--- src/rtl/oam_ctrl.sv ---
// oam_ctrl: owner of the sprite attribute memory (OAM, 0xFE00-0xFEFF window).
// One physical port shared by DMA writes, PPU sprite-scan reads and CPU
// reads/writes. Per-cycle priority: DMA write edge > PPU read > CPU access.
// Optional build macro OAM_LAST_READ_EN: a blocked CPU read returns the last
// byte the port delivered instead of BLOCK_DATA.
module oam_ctrl #(
    parameter int         OAM_BYTES  = 160,
    parameter logic [7:0] BLOCK_DATA = 8'hFF
) (
    input  logic        clk,
    input  logic        rst,
    input  logic        dma_wr,
    input  logic [15:0] dma_a,
    input  logic [7:0]  dma_dout,
    input  logic        dma_occupy,
    input  logic        ppu_busy,
    input  logic        ppu_rd,
    input  logic [7:0]  ppu_a,
    output logic [7:0]  ppu_dout,
    output logic        ppu_valid,
    input  logic        cpu_rd,
    input  logic        cpu_wr,
    input  logic [7:0]  cpu_a,
    input  logic [7:0]  cpu_din,
    output logic [7:0]  cpu_dout
);

    // Offsets are 8 bits; one extra bit lets OAM_BYTES up to 256 compare cleanly.
    localparam logic [8:0] LIMIT = 9'(OAM_BYTES);

    // Storage is deliberately not reset.
    logic [7:0] mem_q [0:OAM_BYTES-1];

    logic       dma_wr_q;
    logic       ppu_pend_q, ppu_pend_d;
    logic [7:0] ppu_a_q, ppu_a_d;
    logic [7:0] ppu_dout_q, ppu_dout_d;
    logic       ppu_valid_q;
    logic [7:0] cpu_dout_q, cpu_dout_d;

    logic       dma_edge;
    logic       dma_we;
    logic       ppu_svc;
    logic [7:0] ppu_addr;
    logic [7:0] ppu_rdata;
    logic       port_free;
    logic       cpu_lock;
    logic       cpu_we;
    logic       cpu_rd_en;
    logic [7:0] cpu_rdata;
    logic [7:0] blocked_data;

    // Port arbitration, write enables and read-data selection.
    always_comb begin
        // Only the rising edge of dma_wr commits, so a held request writes once.
        dma_edge  = dma_wr & ~dma_wr_q;
        dma_we    = ~rst & dma_edge & (dma_a[15:8] == 8'hFE)
                    & ({1'b0, dma_a[7:0]} < LIMIT);

        // A fresh ppu_rd is serviced in its own cycle unless a DMA edge owns
        // the port; otherwise it waits in ppu_pend_q. The newest address wins.
        ppu_svc   = (ppu_rd | ppu_pend_q) & ~dma_edge;
        ppu_addr  = ppu_rd ? ppu_a : ppu_a_q;
        ppu_rdata = ({1'b0, ppu_addr} < LIMIT) ? mem_q[ppu_addr] : 8'h00;

        ppu_pend_d = ppu_pend_q;
        if (ppu_svc) begin
            ppu_pend_d = 1'b0;
        end else if (ppu_rd) begin
            ppu_pend_d = 1'b1;
        end
        ppu_a_d    = ppu_rd ? ppu_a : ppu_a_q;
        ppu_dout_d = ppu_svc ? ppu_rdata : ppu_dout_q;

        // CPU writes only land on a free port; a same-cycle read is ignored
        // in favour of the write.
        port_free = ~dma_edge & ~ppu_svc;
        cpu_lock  = dma_occupy | ppu_busy;
        cpu_we    = ~rst & cpu_wr & ~cpu_lock & port_free
                    & ({1'b0, cpu_a} < LIMIT);
        cpu_rd_en = cpu_rd & ~cpu_wr;

        if (cpu_lock) begin
            cpu_rdata = blocked_data;
        end else if ({1'b0, cpu_a} < LIMIT) begin
            cpu_rdata = mem_q[cpu_a];
        end else begin
            cpu_rdata = 8'h00;
        end
        cpu_dout_d = cpu_rd_en ? cpu_rdata : cpu_dout_q;
    end

    // Single write port into the attribute memory; DMA and CPU never coincide.
    always_ff @(posedge clk) begin
        if (dma_we) begin
            mem_q[dma_a[7:0]] <= dma_dout;
        end else if (cpu_we) begin
            mem_q[cpu_a] <= cpu_din;
        end
    end

    // Control and output registers; reset also aborts any pending PPU read.
    always_ff @(posedge clk or posedge rst) begin
        if (rst) begin
            dma_wr_q    <= 1'b0;
            ppu_pend_q  <= 1'b0;
            ppu_a_q     <= 8'h00;
            ppu_dout_q  <= 8'h00;
            ppu_valid_q <= 1'b0;
            cpu_dout_q  <= 8'h00;
        end else begin
            dma_wr_q    <= dma_wr;
            ppu_pend_q  <= ppu_pend_d;
            ppu_a_q     <= ppu_a_d;
            ppu_dout_q  <= ppu_dout_d;
            ppu_valid_q <= ppu_svc;
            cpu_dout_q  <= cpu_dout_d;
        end
    end

`ifdef OAM_LAST_READ_EN
    logic [7:0] last_q, last_d;

    // Bus-latch model: remember the most recent byte handed to PPU or CPU.
    always_comb begin
        last_d = last_q;
        if (ppu_svc) begin
            last_d = ppu_rdata;
        end
        if (cpu_rd_en & ~cpu_lock) begin
            last_d = cpu_rdata;
        end
        blocked_data = last_q;
    end

    // Latch register for the last delivered byte.
    always_ff @(posedge clk or posedge rst) begin
        if (rst) begin
            last_q <= 8'h00;
        end else begin
            last_q <= last_d;
        end
    end
`else
    // Blocked CPU reads see a fixed pattern.
    always_comb begin
        blocked_data = BLOCK_DATA;
    end
`endif

    assign ppu_dout  = ppu_dout_q;
    assign ppu_valid = ppu_valid_q;
    assign cpu_dout  = cpu_dout_q;

endmodule

--- config.mk ---
export PLATFORM = sky130hd
export DESIGN_NAME = oam_ctrl
export DESIGN_NICKNAME = d
export VERILOG_FILES = /design/src/rtl/oam_ctrl.sv
export SDC_FILE = /design/constraint.sdc
export NUM_CORES = 2
export LEC_CHECK = 0
export BUFFER_PORTS_ARGS = -buffer_cell sky130_fd_sc_hd__buf_4
export CORE_MARGIN = 2
export CORE_UTILIZATION = 35
export CTS_CLUSTER_DIAMETER = 120
export DETAILED_ROUTE_END_ITERATION = 16
export SYNTH_ARGS = -nofsm -noshare
export SYNTH_HDL_FRONTEND = slang
export SYNTH_SLANG_ARGS = --single-unit
--- constraint.sdc ---
create_clock -name clk -period 3.6 [get_ports clk]
set_clock_uncertainty 0.2 [all_clocks]
set_input_delay 0.18 -clock clk [delete_from_list [all_inputs] [get_ports clk]]
set_output_delay 0.18 -clock clk [all_outputs]
set_load 0.01 [all_outputs]
## After elaboration in Yosys (flattened, before gate mapping)

Memory sizes are Yosys's and may differ from the RTL's.
Cells that the tools add are included.

| operators by class | value |
|---|---|
| bitwise operators | 19 |
| muxes and demuxes | 14 |
| magnitude comparators | 3 |
| add/sub/neg operators | 0 |
| shift-type cells | 0 |
| div/mod/pow operators | 0 |
| reduce and logical (&&, ||, !) cells | 2 |
| multipliers | 0 |
| equality and inequality tests | 1 |

Operators with widths:

| cell | count |
|---|---|
| 8-bit two-way mux | 6 |
| 8-bit less-than comparator (second input constant) | 3 |
| 1-bit AND | 11 |
| 8-bit == test (second input constant) | 1 |
| 1-bit two-way mux | 8 |
| 8-bit OR reduction | 1 |
| 1-bit inverter | 6 |
| 1-bit bitwise OR | 2 |
| 2-bit nonzero test | 1 |

| word-level totals | value |
|---|---|
| RAM bits | 1,280 |
| word-level logic and storage cells | 46 |
| input bits | 56 |
| output and inout bits | 17 |
| memories kept | 1 |
| latch bits | 0 |
| memory bits (read-only) | 0 |
| register bits after elaboration | 27 |

Memories:

| name | words | bits a word | rd ports | clocked after Yosys merged registers in | write ports | line | source |
|---|---|---|---|---|---|---|---|
| mem_q | 160 | 8 | 2 | 0 | 1 | 32 | `logic [7:0] mem_q [0:OAM_BYTES-1];` |

## Logic depth before layout (Yosys ltp)

| depth | value |
|---|---|
| word-level depth | 13 |
| gate-level depth with buffers | 14 |
| depth with buffers taken out | 8 |

## Worst setup path after synthesis

No wires, ideal clock.

| timing | value |
|---|---|
| path kind | input-to-reg |
| start | in rst |
| end | mem mem_q[0][0], data pin |
| path buffers | 2 |
| arrival | 3,626 ps |
| stages | 7 |
| path slack | -815 ps |
| required time | 2,811 ps |
| library setup time | 589 ps |
| cell sequence | inv_1 and3_1 and3_1 clkbuf_1 clkbuf_1 nand2_1 nand2_1 |

| between the ends | value |
|---|---|
| longest elaborated chain between the ends | 10 |
| elaborated cells between the ends (all ways) | 13 |
| classes of those cells | 4 x mux; 8 x bitwise; 1 x reduce/logical |

RTL lines:

| item | line | source |
|---|---|---|
| start, declared | 11 | `input logic rst,` |
| 1-bit inverter * | 57, 79 |  |
| 1-bit AND (3 in series) | 79 | `cpu_we = ~rst & cpu_wr & ~cpu_lock & port_free` |
| 1-bit AND | 80 | `& ({1'b0, cpu_a} < LIMIT);` |
| 1-bit two-way mux | 97 | `end else if (cpu_we) begin` |
| 1-bit two-way mux * | 95 | `if (dma_we) begin` |
| 1-bit two-way mux (not written as such) * | 98 | `mem_q[cpu_a] <= cpu_din;` |
| 8-bit OR reduction (no line) * | - |  |
| 8-bit two-way mux (no line) * | - |  |
| end, declared | 32 |  |

Every way passes the cells marked *; elsewhere a longest branch is shown, timed or not.

## Worst setup path in the final report

| timing | value |
|---|---|
| start | reg ppu_a_q[0] |
| end | reg ppu_dout_q[4], in the netlist ppu_dout[4] |

| between the ends | value |
|---|---|
| longest elaborated chain between the ends | 3 |
| elaborated cells between the ends (all ways) | 4 |
| classes of those cells | 1 x order compare; 2 x mux; 1 x memory |

RTL lines:

| item | line | source |
|---|---|---|
| start, declared | 36 | `logic [7:0] ppu_a_q, ppu_a_d;` |
| start signal, assigned | 114 | `ppu_a_q <= ppu_a_d;` |
| 8-bit two-way mux * | - |  |
| memory 160 x 8 bit or 8-bit less-than comparator (tied branches) | - |  |
| 8-bit two-way mux * | 64 | `ppu_rdata = ({1'b0, ppu_addr} < LIMIT) ? mem_q[ppu_addr] : 8'h00;` |
| end signal, assigned | 115 | `ppu_dout_q <= ppu_dout_d;` |
| end, declared | 37 | `logic [7:0] ppu_dout_q, ppu_dout_d;` |

Marks and branches as above.
A chain may end at the register's enable or synchronous reset.

==> results.txt <==
The detail route stage leaves a number of antenna-violating nets equal to 0. Row generation in the floorplan step produced 153 rows. The master of the slowest instance on the critical path was sky130_fd_sc_hd__mux4_2. The tools report the required time at the worst-slack endpoint as 4.07 ns.

Summed over all cells, the static leakage comes to 23.6 nW. In the final design database the tool counted 3949 nets. The logs give 41.8% for the final core utilization and 0.79 ns for the worst-skew pair later-pin latency. No sink is reached through more buffers than the 3 on the longest clock path. After detailed routing, the number of remaining DRC violations is 0. The layout overhead on the synthesized area was 18.6%.

Across all layers, the routed design uses 37700 vias. The sequential cells in the finished layout cover a total of 0.0391 sq mm. The fraction of registers with async set/reset came out at 2.07%. The run finished with clean final reports. The die height is 423 um, and the CTS H-tree depth is 4.

After detailed placement, the design holds a cell count of 6038. Based on the critical path, the design can be clocked at up to 280 MHz. The tree built by TritonCTS fans out to 1307 sinks.

The dominant cell by count in the synthesized netlist is sky130_fd_sc_hd__edfxtp_1. After legalization and detailed placement, the total HPWL measured 133 mm. The number of cells in the finished layout apart from fillers came out at 6336. The DRC violation total after the first TritonRoute iteration came out at 5799. The setup path with the least slack is of type flip-flop to flip-flop. Together, buffers and inverters on the worst path number 3. The register bit total from synthesis came out at 1307. For the post-synthesis instance area, the log shows 0.0614 sq mm.

For the placeable core region, the log shows 0.174 sq mm. Setup repair after global routing could not meet its margin everywhere. The detailed-router iteration count before antenna repair is 6, and the transition at the pin with the smallest max-transition slack is 1.07 ns. Yosys mapped a number of flops with a built-in enable equal to 1280. The first global-routing pass estimated 279 mm of wire.

The delay of the slowest cell on the worst path is 0.57 ns. The tightest slew margin relative to the limit was 28.5%; the max-cap check violation count was 0. IR analysis of the VDD net gives a maximum drop of 0.000428 V.

The least setup slack across all paths after layout is 0.0303 ns, and the routing usage on met2 is 34.6%. In the synthesized netlist the dominant register cell turns out to be sky130_fd_sc_hd__edfxtp_1. The congestion estimate from routability-driven global placement came to 0.982. In the post-synthesis netlist, the biggest area contributors are sky130_fd_sc_hd__edfxtp_1, sky130_fd_sc_hd__mux4_2, sky130_fd_sc_hd__nand2_1. The average instance in the mapped netlist occupies 17.6 sq um.

The largest fanout on the critical path is 27, and the final-report hold violation count is 0. The global routing met1 resource utilization is 29.2%. Number of antenna violations at the first check in global routing: 10. Synthesis produced a netlist with a net count of 3547.

In this run the tool buffered the top-level ports with 72 buffer cells. The number of pins exceeding their max-slew limit in the final report was 0; the number of global-route vias before repair was 37600. The total negative slack was 0 ns. TritonCTS built the clock tree. Worst setup slack before clock tree synthesis: -0.249 ns. Most crowded layer after global routing: met2. The setup check on the worst reg-to-reg path leaves a slack of 0.03 ns.

The number of filler cells placed in the layout was 15400; the post-CTS setup repair buffer count was 0. The largest total area in the synthesized netlist belongs to sky130_fd_sc_hd__edfxtp_1. For this run, global-route usage on met3 was measured as 4.35%. The worst setup path is captured at a flip-flop. The floorplan step set the die width to 423 um.

The post-route clock period utilization was 99.2%. Entering global routing, the biggest net connects 100 pins. For the number of buffers added by the clock tree synthesis step, the log shows 142.

Path class of the lowest-slack min-delay path: input pin to flip-flop. Among the stages of the critical path, the cell type that occurs most often is sky130_fd_sc_hd__mux4_2. Area of the die: 0.179 sq mm. Type of origin of the critical path: a flip-flop. The root buffer cell is sky130_fd_sc_hd__clkbuf_16. For the finished layout, the period the worst path requires is 3.57 ns. In this run the power density over the cells is 494 mW/mm^2. During synthesis, Yosys emitted a total of 0 warnings.

The dominant delay contributor by cell family on the critical path was multiplexers. For this run, the total global-route usage over all layers was measured as 21.9%. For the final wirelength, the log shows 197 mm. Ranked by instance count, the synthesized netlist is headed by sky130_fd_sc_hd__edfxtp_1, sky130_fd_sc_hd__mux4_2, sky130_fd_sc_hd__nand2_1. Clock-pin slew was measured on the worst setup and hold paths at 0.07 ns. The logs give 35.3% for the effective utilization at floorplan and 54 for the number of distinct library cells after synthesis. Final standard cell area without fillers: 0.0728 sq mm. Number of instances in the synthesized netlist: 3491. The run gives 0 as the global route total overflow.

Setup violations remaining at the end of the flow were counted as 0. For the cell area reported after detailed placement, the log shows 0.0677 sq mm. For the worst setup path, the data arrival time is 4.04 ns.

The number of ports placed on the die boundary is 73. Walking the worst path, the cells encountered are mux2i_4 > bufinv_16 > buf_12 > mux4_2 > mux4_2 > nor2b_1 > nor3_1 > buf_4 > a31oi_1. In the final layout, the multi-input gates occupy 0.0213 sq mm. In this run the biggest area consumer among cell types represents 62.6% of the synthesized area. The run gives 63.7% as the post-synthesis sequential area ratio. The average vias per placed instance was 5.96; the fraction of final layout cells sized beyond drive strength 1 was 33.5%.

Per-cell routed wire length: 31.1 um.
==> path summary, 6_finish.rpt <==
check,start,end,depth (start not counted)
max,ppu_a_q[0],ppu_dout[4],9
min,dma_a[1],mem_q[50][2],5
max reg2reg,ppu_a_q[0],ppu_dout[4],9
min reg2reg,ppu_pend_q,ppu_pend_q,2
max in group asynchronous,rst,ppu_dout[7],5
min in group asynchronous,rst,cpu_dout[3],5
==> routing by layer <==
metal  wire [um]  vias to the layer above  share of wire (%)
met4        9340                        4                4.7
met5          24                        -              0.012
met3       18300                      386                9.3
met1       75900                    19900                 38
li1            -                    15300                  -
met2       93700                     2098                 48
==> area by class of cell <==
type / count / share of cell area [%]
flip-flops and latches: 1307 / 53.7
diodes: 4 / 0.0138
clock inverters: 73 / 1.14
well taps: 2325 / 4.00
multi-input cells: 1915 / 29.3
repair buffers: 517 / 6.46
clock buffers: 185 / 5.23
inverters: 10 / 0.105
==> per-stage QoR <==
step / power (mW) / hold slack, ns
global route: 36.9 / 0.0661
floorplan: 19.6 / 0.0114
detailed placement: 21.5 / 0.102
global placement: 21.4 / 0.104
finish: 36.0 / 0.0487
CTS: 36.1 / 0.0112
==> logic make-up (layout without fill, tap and decap cells) <==
| kind of cell | Yosys count | count (layout) | synth area share (%) |
|---|---|---|---|
| buf+inv | 269 | 785 | 1.92 |
| simple gates | 862 | 862 | 6.01 |
| other cells | 0 | 4 | 0 |
| mux | 754 | 754 | 25.0 |
| flops | 1307 | 1307 | 63.7 |
| compound gates | 299 | 299 | 3.34 |
==> registers in the layout, indices dropped and copies added, names as in the netlist <==
signal / count
ppu_a_q: 8
ppu_dout: 8
mem_q: 1280
dma_wr_q: 1
ppu_pend_q: 1
cpu_dout: 8
ppu_valid: 1
==> timing repair <==
item	4_1_cts	5_1_grt
gates cloned	0	0
endpoints found under the hold margin	231	0
gates resized for setup	2	11
hold buffers	37	0
endpoints found under the setup margin	2	163
==> power by group <==
| part | internal, mW | switching [mW] |
|---|---|---|
| Combinational | 1.80 | 2.61 |
| Clock | 8.65 | 6.08 |
| Sequential | 16.8 | 0.0739 |
==> tightest hold or removal path, delay by kind of cell <==
kind | cells | cell delay [ns]
AO/OA/AOI/OAI | 1 | 0.13
buffers and inverters | 1 | 0.15
AND/OR/NAND/NOR | 3 | 0.39
==> layout by cell type, fill, tap and decap left out, types with 18 or more instances in the layout <==
master,count
sky130_fd_sc_hd__mux2i_1,114
sky130_fd_sc_hd__clkbuf_1,38
sky130_fd_sc_hd__a21oi_1,76
sky130_fd_sc_hd__a22oi_1,77
sky130_fd_sc_hd__edfxtp_1,1280
sky130_fd_sc_hd__a32oi_1,23
sky130_fd_sc_hd__buf_12,57
sky130_fd_sc_hd__clkinv_1,28
sky130_fd_sc_hd__nor2b_1,18
sky130_fd_sc_hd__mux4_2,620
sky130_fd_sc_hd__nand3_1,170
sky130_fd_sc_hd__dfrtp_1,27
sky130_fd_sc_hd__o21ai_0,33
sky130_fd_sc_hd__dlygate4sd3_1,34
sky130_fd_sc_hd__buf_4,422
sky130_fd_sc_hd__nand2_1,391
sky130_fd_sc_hd__nor2_1,185
sky130_fd_sc_hd__nor3_1,25
sky130_fd_sc_hd__clkbuf_16,146
Note: power is estimated with default switching activity, not from simulation.
